--- config.mk ---
export PLATFORM = sky130hd
export DESIGN_NAME = asoc_burst_emulator
export DESIGN_NICKNAME = d
export VERILOG_FILES = /design/src/rtl/asoc_emu_pkg.sv /design/src/rtl/asoc_lfsr16.sv /design/src/rtl/asoc_burst_emulator.sv
export SDC_FILE = /design/constraint.sdc
export NUM_CORES = 1
export LEC_CHECK = 0
export CORE_MARGIN = 5
export CORE_UTILIZATION = 25
export DETAILED_ROUTE_END_ITERATION = 8
export GPL_TIMING_DRIVEN = 0
export MAX_ROUTING_LAYER = met4
export PLACE_DENSITY_LB_ADDON = 0.2
export SYNTH_ARGS = -nofsm -noshare
export SYNTH_HDL_FRONTEND = slang
export SYNTH_HIERARCHICAL = 1
export SYNTH_SLANG_ARGS = --single-unit
--- constraint.sdc ---
create_clock -name clk_sys -period 1.79 [get_ports clk_sys]
set_clock_uncertainty 0.15 [all_clocks]
set_input_delay 0.179 -clock clk_sys [delete_from_list [all_inputs] [get_ports clk_sys]]
set_output_delay 0.179 -clock clk_sys [all_outputs]
set_load 0.01 [all_outputs]
--- src/rtl/asoc_emu_pkg.sv ---
// Shared constants for the ASOC burst emulator: pattern codes,
// LFSR seed/taps and FSM state encoding.
package asoc_emu_pkg;

    localparam logic [1:0] PAT_RAMP  = 2'd0;
    localparam logic [1:0] PAT_LFSR  = 2'd1;
    localparam logic [1:0] PAT_CONST = 2'd2;
    localparam logic [1:0] PAT_EVTID = 2'd3;

    localparam logic [15:0] LFSR_SEED = 16'hACE1;
    // x^16 + x^14 + x^13 + x^11 + 1 -> bits 15, 13, 12, 10
    localparam logic [15:0] LFSR_TAPS = 16'hB400;

    localparam logic [1:0] IDLE = 2'd0;
    localparam logic [1:0] SEND = 2'd1;
    localparam logic [1:0] GAP  = 2'd2;

    function automatic logic [15:0] lfsr_next(input logic [15:0] v);
        return {v[14:0], ^(v & LFSR_TAPS)};
    endfunction

endpackage

--- src/rtl/asoc_lfsr16.sv ---
// 16-bit Fibonacci LFSR, left shift, advances on i_en,
// synchronous reseed to LFSR_SEED.
module asoc_lfsr16
    import asoc_emu_pkg::*;
#(
    parameter int OUT_W = 12
) (
    input  logic             clk,
    input  logic             i_reseed,
    input  logic             i_en,
    output logic [OUT_W-1:0] o_data
);

    logic [15:0] r_lfsr;

    always_ff @(posedge clk) begin
        if (i_reseed) begin
            r_lfsr <= LFSR_SEED;
        end else if (i_en) begin
            r_lfsr <= lfsr_next(r_lfsr);
        end
    end

    assign o_data = r_lfsr[OUT_W-1:0];

endmodule

--- src/rtl/asoc_burst_emulator.sv ---
// ASOC-side burst source: on trigger emits N_CH x N_SAMP samples,
// sample-major, on a valid/ready stream, then idles GAP_CYC cycles.
module asoc_burst_emulator
    import asoc_emu_pkg::*;
#(
    parameter int DATA_W  = 12,
    parameter int N_CH    = 8,
    parameter int N_SAMP  = 64,
    parameter int GAP_CYC = 4
) (
    input  logic                      clk_sys,
    input  logic                      rst_sys_n,
    input  logic                      cfg_enable,
    input  logic [1:0]                cfg_pattern,
    input  logic [DATA_W-1:0]         cfg_const,
    input  logic                      trig_in,
    output logic [DATA_W-1:0]         out_data,
    output logic [$clog2(N_CH)-1:0]   out_ch,
    output logic [$clog2(N_SAMP)-1:0] out_samp,
    output logic                      out_sof,
    output logic                      out_eof,
    output logic                      out_valid,
    input  logic                      out_ready,
    output logic                      busy,
    output logic [15:0]               evt_cnt,
    output logic [7:0]                drop_cnt
);

    localparam int CW = $clog2(N_CH);
    localparam int SW = $clog2(N_SAMP);
    localparam int GW = (GAP_CYC > 1) ? $clog2(GAP_CYC) : 1;

    localparam logic [CW-1:0] C_LAST = CW'(N_CH - 1);
    localparam logic [SW-1:0] S_LAST = SW'(N_SAMP - 1);
    localparam logic [GW-1:0] G_LAST = GW'(GAP_CYC - 1);

    logic [1:0]        r_state;
    logic [1:0]        r_pat;
    logic [DATA_W-1:0] r_const;
    logic [DATA_W-1:0] r_evt_id;
    logic [15:0]       r_evt_cnt;
    logic [7:0]        r_drop;
    logic              r_valid;
    logic              r_busy;
    logic [CW-1:0]     r_ch;
    logic [SW-1:0]     r_samp;
    logic [GW-1:0]     r_gap;

    logic              w_hs;
    logic              w_last;
    logic              w_accept;
    logic              w_first;
    logic [DATA_W-1:0] w_lfsr;
    logic [DATA_W-1:0] w_ramp;
    logic [DATA_W-1:0] w_data;

    assign w_hs     = r_valid && out_ready;
    assign w_first  = (r_ch == '0) && (r_samp == '0);
    assign w_last   = (r_ch == C_LAST) && (r_samp == S_LAST);
    assign w_accept = (r_state == IDLE) && trig_in && cfg_enable;

    // LFSR steps on every accepted beat whatever the pattern
    asoc_lfsr16 #(
        .OUT_W(DATA_W)
    ) u_lfsr (
        .clk     (clk_sys),
        .i_reseed(!rst_sys_n),
        .i_en    (w_hs),
        .o_data  (w_lfsr)
    );

    always_comb begin
        w_ramp = DATA_W'((32'(r_ch) << 8) | 32'(r_samp));
        w_data = '0;
        unique case (r_pat)
            PAT_RAMP:  w_data = w_ramp;
            PAT_LFSR:  w_data = w_lfsr;
            PAT_CONST: w_data = r_const;
            PAT_EVTID: w_data = r_evt_id;
            default:   w_data = '0;
        endcase
    end

    always_ff @(posedge clk_sys) begin
        if (!rst_sys_n) begin
            r_state   <= IDLE;
            r_pat     <= PAT_RAMP;
            r_const   <= '0;
            r_evt_id  <= '0;
            r_evt_cnt <= '0;
            r_drop    <= '0;
            r_valid   <= 1'b0;
            r_busy    <= 1'b0;
            r_ch      <= '0;
            r_samp    <= '0;
            r_gap     <= '0;
        end else begin
            if (trig_in && (r_state != IDLE) && (r_drop != 8'hFF)) begin
                r_drop <= r_drop + 8'd1;
            end
            unique case (r_state)
                IDLE: begin
                    if (w_accept) begin
                        r_pat     <= cfg_pattern;
                        r_const   <= cfg_const;
                        r_evt_id  <= r_evt_cnt[DATA_W-1:0];
                        r_evt_cnt <= r_evt_cnt + 16'd1;
                        r_ch      <= '0;
                        r_samp    <= '0;
                        r_valid   <= 1'b1;
                        r_busy    <= 1'b1;
                        r_state   <= SEND;
                    end
                end
                SEND: begin
                    if (w_hs) begin
                        if (w_last) begin
                            r_valid <= 1'b0;
                            r_ch    <= '0;
                            r_samp  <= '0;
                            r_gap   <= '0;
                            if (GAP_CYC == 0) begin
                                r_busy  <= 1'b0;
                                r_state <= IDLE;
                            end else begin
                                r_state <= GAP;
                            end
                        end else if (r_ch == C_LAST) begin
                            r_ch   <= '0;
                            r_samp <= r_samp + SW'(1);
                        end else begin
                            r_ch <= r_ch + CW'(1);
                        end
                    end
                end
                GAP: begin
                    if (r_gap == G_LAST) begin
                        r_busy  <= 1'b0;
                        r_state <= IDLE;
                    end else begin
                        r_gap <= r_gap + GW'(1);
                    end
                end
                default: begin
                    r_state <= IDLE;
                end
            endcase
        end
    end

    assign out_data  = r_valid ? w_data : '0;
    assign out_ch    = r_ch;
    assign out_samp  = r_samp;
    assign out_sof   = r_valid && w_first;
    assign out_eof   = r_valid && w_last;
    assign out_valid = r_valid;
    assign busy      = r_busy;
    assign evt_cnt   = r_evt_cnt;
    assign drop_cnt  = r_drop;

endmodule

==> impl_metrics.py <==
metrics = {
    "outcome": {
        "status": "finished with violations",
        "violations": "setup timing",
    },
    "yosys": {
        "yosysWarnings": 6,
        "synth.largest_area_cell": "dfxtp_1",
        "synthTopCellsByArea": "dfxtp_1, nand2_1, mux4_2",
        "synth_top_family_by_area": "simple AND/OR/NAND/NOR gates",
        "yosysSeqAreaShare": 0.410,
        "synthXorXnorAreaFrac": 0.0393,
        "postSynthAreaPerCell_um2": 8.92,
        "synth-edff-count": 0,
        "netlist.area_leader.share": 0.410,
        "synth_cell_types": 48,
        "synth_fa_ha_area_frac": 0.0253,
        "synth_ff_type": "dfxtp_1",
        "synth_area_mm2": 0.00395,
        "async_reset_ff_frac": 0,
        "synthSimpleGateAreaFrac": 0.247,
        "syn-num-nets": 470,
        "synthCells": 443,
        "ys_seq_elements": 81,
        "synthMuxAreaShare": 0.110,
        "synth-compound-area-share": 0.0984,
    },
    "timing": {
        "min_period_over_period": 1.11,
        "tightest_slew_ns": 0.635,
        "setup_tns_ns": -1.73,
        "max-slew-margin-rel": 0.577,
        "slew_viol_final": 0,
        "setup_viol": 12,
        "setup_slack_ns": -0.188,
        "timing.hold.ws_ns": 0.153,
        "finalCriticalPeriod_ns": 1.98,
        "fmax_mhz": 506,
        "rsz0062_at_grt": "yes",
        "hold_viol_final": 0,
    },
    "setup_path": {
        "worst_ep_required_time_ns": 1.46,
        "arrival_ns": 1.65,
        "cp_max_fo": 4,
        "r2r_slack_ns": 0.02,
        "cp-start-kind": "flop",
        "worst_setup_path_end_kind": "output port",
        "worstSetupPathType": "flop to output port",
    },
    "global_route": {
        "overflow": 0,
        "antenna_found_initial": 0,
        "grt.total_usage": 0.134,
        "grt_pass1_vias": 3422,
        "grt_pass1_wl_mm": 18.6,
        "grt_max_degree": 13,
    },
    "die": {
        "die_w_um": 136,
        "io_pins": 68,
        "core_mm2": 0.0157,
        "row_count": 46,
        "initial_core_util": 0.252,
        "die_area_mm2": 0.0184,
        "fp.dieH_um": 136,
    },
    "clock_network": {
        "insertion_delay_ns": 0.33,
        "clockBufferDepth": 2,
        "htree_levels": 3,
        "cts_sinks": 81,
        "cts-root-buf": "clkbuf_16",
        "numCtsBuffers": 9,
        "hold_buffers": 0,
        "clk_transition_reported_paths_ns": 0.06,
        "cts_tree": "done",
    },
    "worst_hold_path": {
        "hold_class": "input pin to flop",
    },
    "power": {
        "p_per_area_mw_per_mm2": 726,
        "ir_drop_v": 0.000438,
        "total_power_mw": 4.11,
        "leakagePower_nw": 2.09,
    },
    "detailed_routing": {
        "avgViaCountPerCell": 4.57,
        "antenna_left": 0,
        "dr.pass1.iters": 4,
        "drt_iter0_markers": 201,
        "dr_total_vias": 3489,
        "drc": 0,
        "wl_per_cell_um": 15.7,
        "wirelength_mm": 11.9,
    },
    "finish": {
        "layout.cells.non_filler": 763,
        "syn_to_final_growth_pct": 43.1,
        "nNetsFinal": 569,
        "seqCellArea_mm2": 0.00167,
        "fin_area_mm2": 0.00565,
        "multi_input_area_mm2": 0.00223,
        "diodes": 0,
        "fillers": 1612,
        "drive_above_1_share": 0.278,
    },
    "placed_design": {
        "dp.cells": 726,
        "dp_hpwl_mm": 8.78,
        "gp_congestion": 0.808,
        "io_buffers": 67,
        "place_area_mm2": 0.00489,
    },
    "flow_run": {
        "drv_cap": 0,
    },
}
[path summary, 6_finish.rpt]
path	cells after the start	start	end
max	5	r_pat[0]	out_data[8]
max reg2reg	5	out_samp[2]	out_samp[5]
min reg2reg	2	r_const[0]	r_const[0]
min	3	trig_in	r_state[0]
[state kept, by name, summed over array words and instances (netlist names)]
signal	flops
r_state	2
u_lfsr/r_lfsr	16
evt_cnt	16
drop_cnt	8
out_valid	1
busy	1
out_samp	6
out_ch	3
r_const	12
r_gap	2
r_pat	2
r_evt_id	12
[cells in the final DEF, fill, tap and decap left out, types with 5 or more instances in the layout]
cell,netlist,layout
o21ai_0,9,9
clkbuf_16,0,9
and2_1,10,5
dfxtp_4,0,7
mux4_2,9,9
nand2_1,85,83
buf_12,1,5
o211ai_1,5,5
buf_6,3,16
xnor2_1,11,11
nand3_1,18,18
nor2_1,35,32
buf_4,14,29
dfxtp_1,81,60
inv_1,9,7
clkdlybuf4s50_1,0,51
nand4_1,6,6
dfxtp_2,0,14
and2_4,0,5
nand2b_1,5,5
nor3_1,5,5
mux2i_1,20,20
buf_2,6,9
a21oi_1,40,39
clkbuf_1,11,8
[logic make-up (layout without fill, tap and decap cells)]
logic type,count (synthesis),after routing
and+or+nand+nor,194,194
DFF,81,81
AOI/OAI and AO/OA,66,66
buffers and inverters,46,150
muxes,32,32
xor gates and xnor gates,16,16
adders and majority gates,8,8
[report_power, final]
group          switching [mW]  leakage (nW)  internal, mW
Sequential             0.0335         0.668          1.83
Clock                   0.720         0.144          1.12
Combinational           0.202          1.28         0.202
Total                   0.956          2.09          3.15
[layout make-up]
type / count / area share
Multi-Input combinational cell: 316 / 0.395
Sequential cell: 81 / 0.295
Buffer: 36 / 0.0505
Clock buffer: 13 / 0.0443
Inverter: 9 / 0.00664
Clock inverter: 3 / 0.00708
Timing Repair Buffer: 89 / 0.154
Tap cell: 216 / 0.0478
[worst max-delay path, stage by stage, from the launching register on]
cell     delay, ns
dfxtp_2       0.32
buf_6         0.11
buf_12        0.11
mux4_2        0.49
and2_4        0.18
buf_6         0.11
[per-stage QoR]
step                      utilization  setup slack [ns]
after detailed placement        0.311             -1.07
after floorplan                     -            0.0879
after global routing            0.360            -0.239
final                           0.360            -0.188
after global placement          0.311             -1.09
after CTS                       0.348            -0.218
[layer usage]
metal | vias to the layer above | wire, um | track usage
met4 | 0 | 63 | 0.0370
met3 | 2 | 487 | 0.0279
li1 | 1733 | - | -
met1 | 1685 | 5560 | 0.168
met2 | 69 | 5830 | 0.219
met5 | - | 0 | -
[synthesized netlist by cell type, types with 2 or more instances]
cell type  count
o21ai_0        9
nand4_1        6
xor2_1         3
nor4_2         4
nor3_1         5
nor4b_1        2
buf_6          3
mux4_2         9
a31oi_1        3
a22oi_1        3
and3_1         3
xnor2_1       11
a21oi_1       40
buf_2          6
o211a_1        2
nand3_1       18
clkbuf_1      11
and2_1        10
nor2b_1        3
xnor2_2        2
or4_1          5
nand2b_1       5
or3_1          2
mux2i_1       20
ha_1           8
nand2_1       85
or2_2          3
o211ai_1       5
mux2_2         3
inv_1          9
dfxtp_1       81
nor2_1        35
buf_4         14
[repair_timing]
item,in CTS,in global routing
buffers inserted,15,7
resized for setup,123,37
pin swaps,9,8
setup endpoints to repair,70,41
Power figures use the tool's default switching activity.
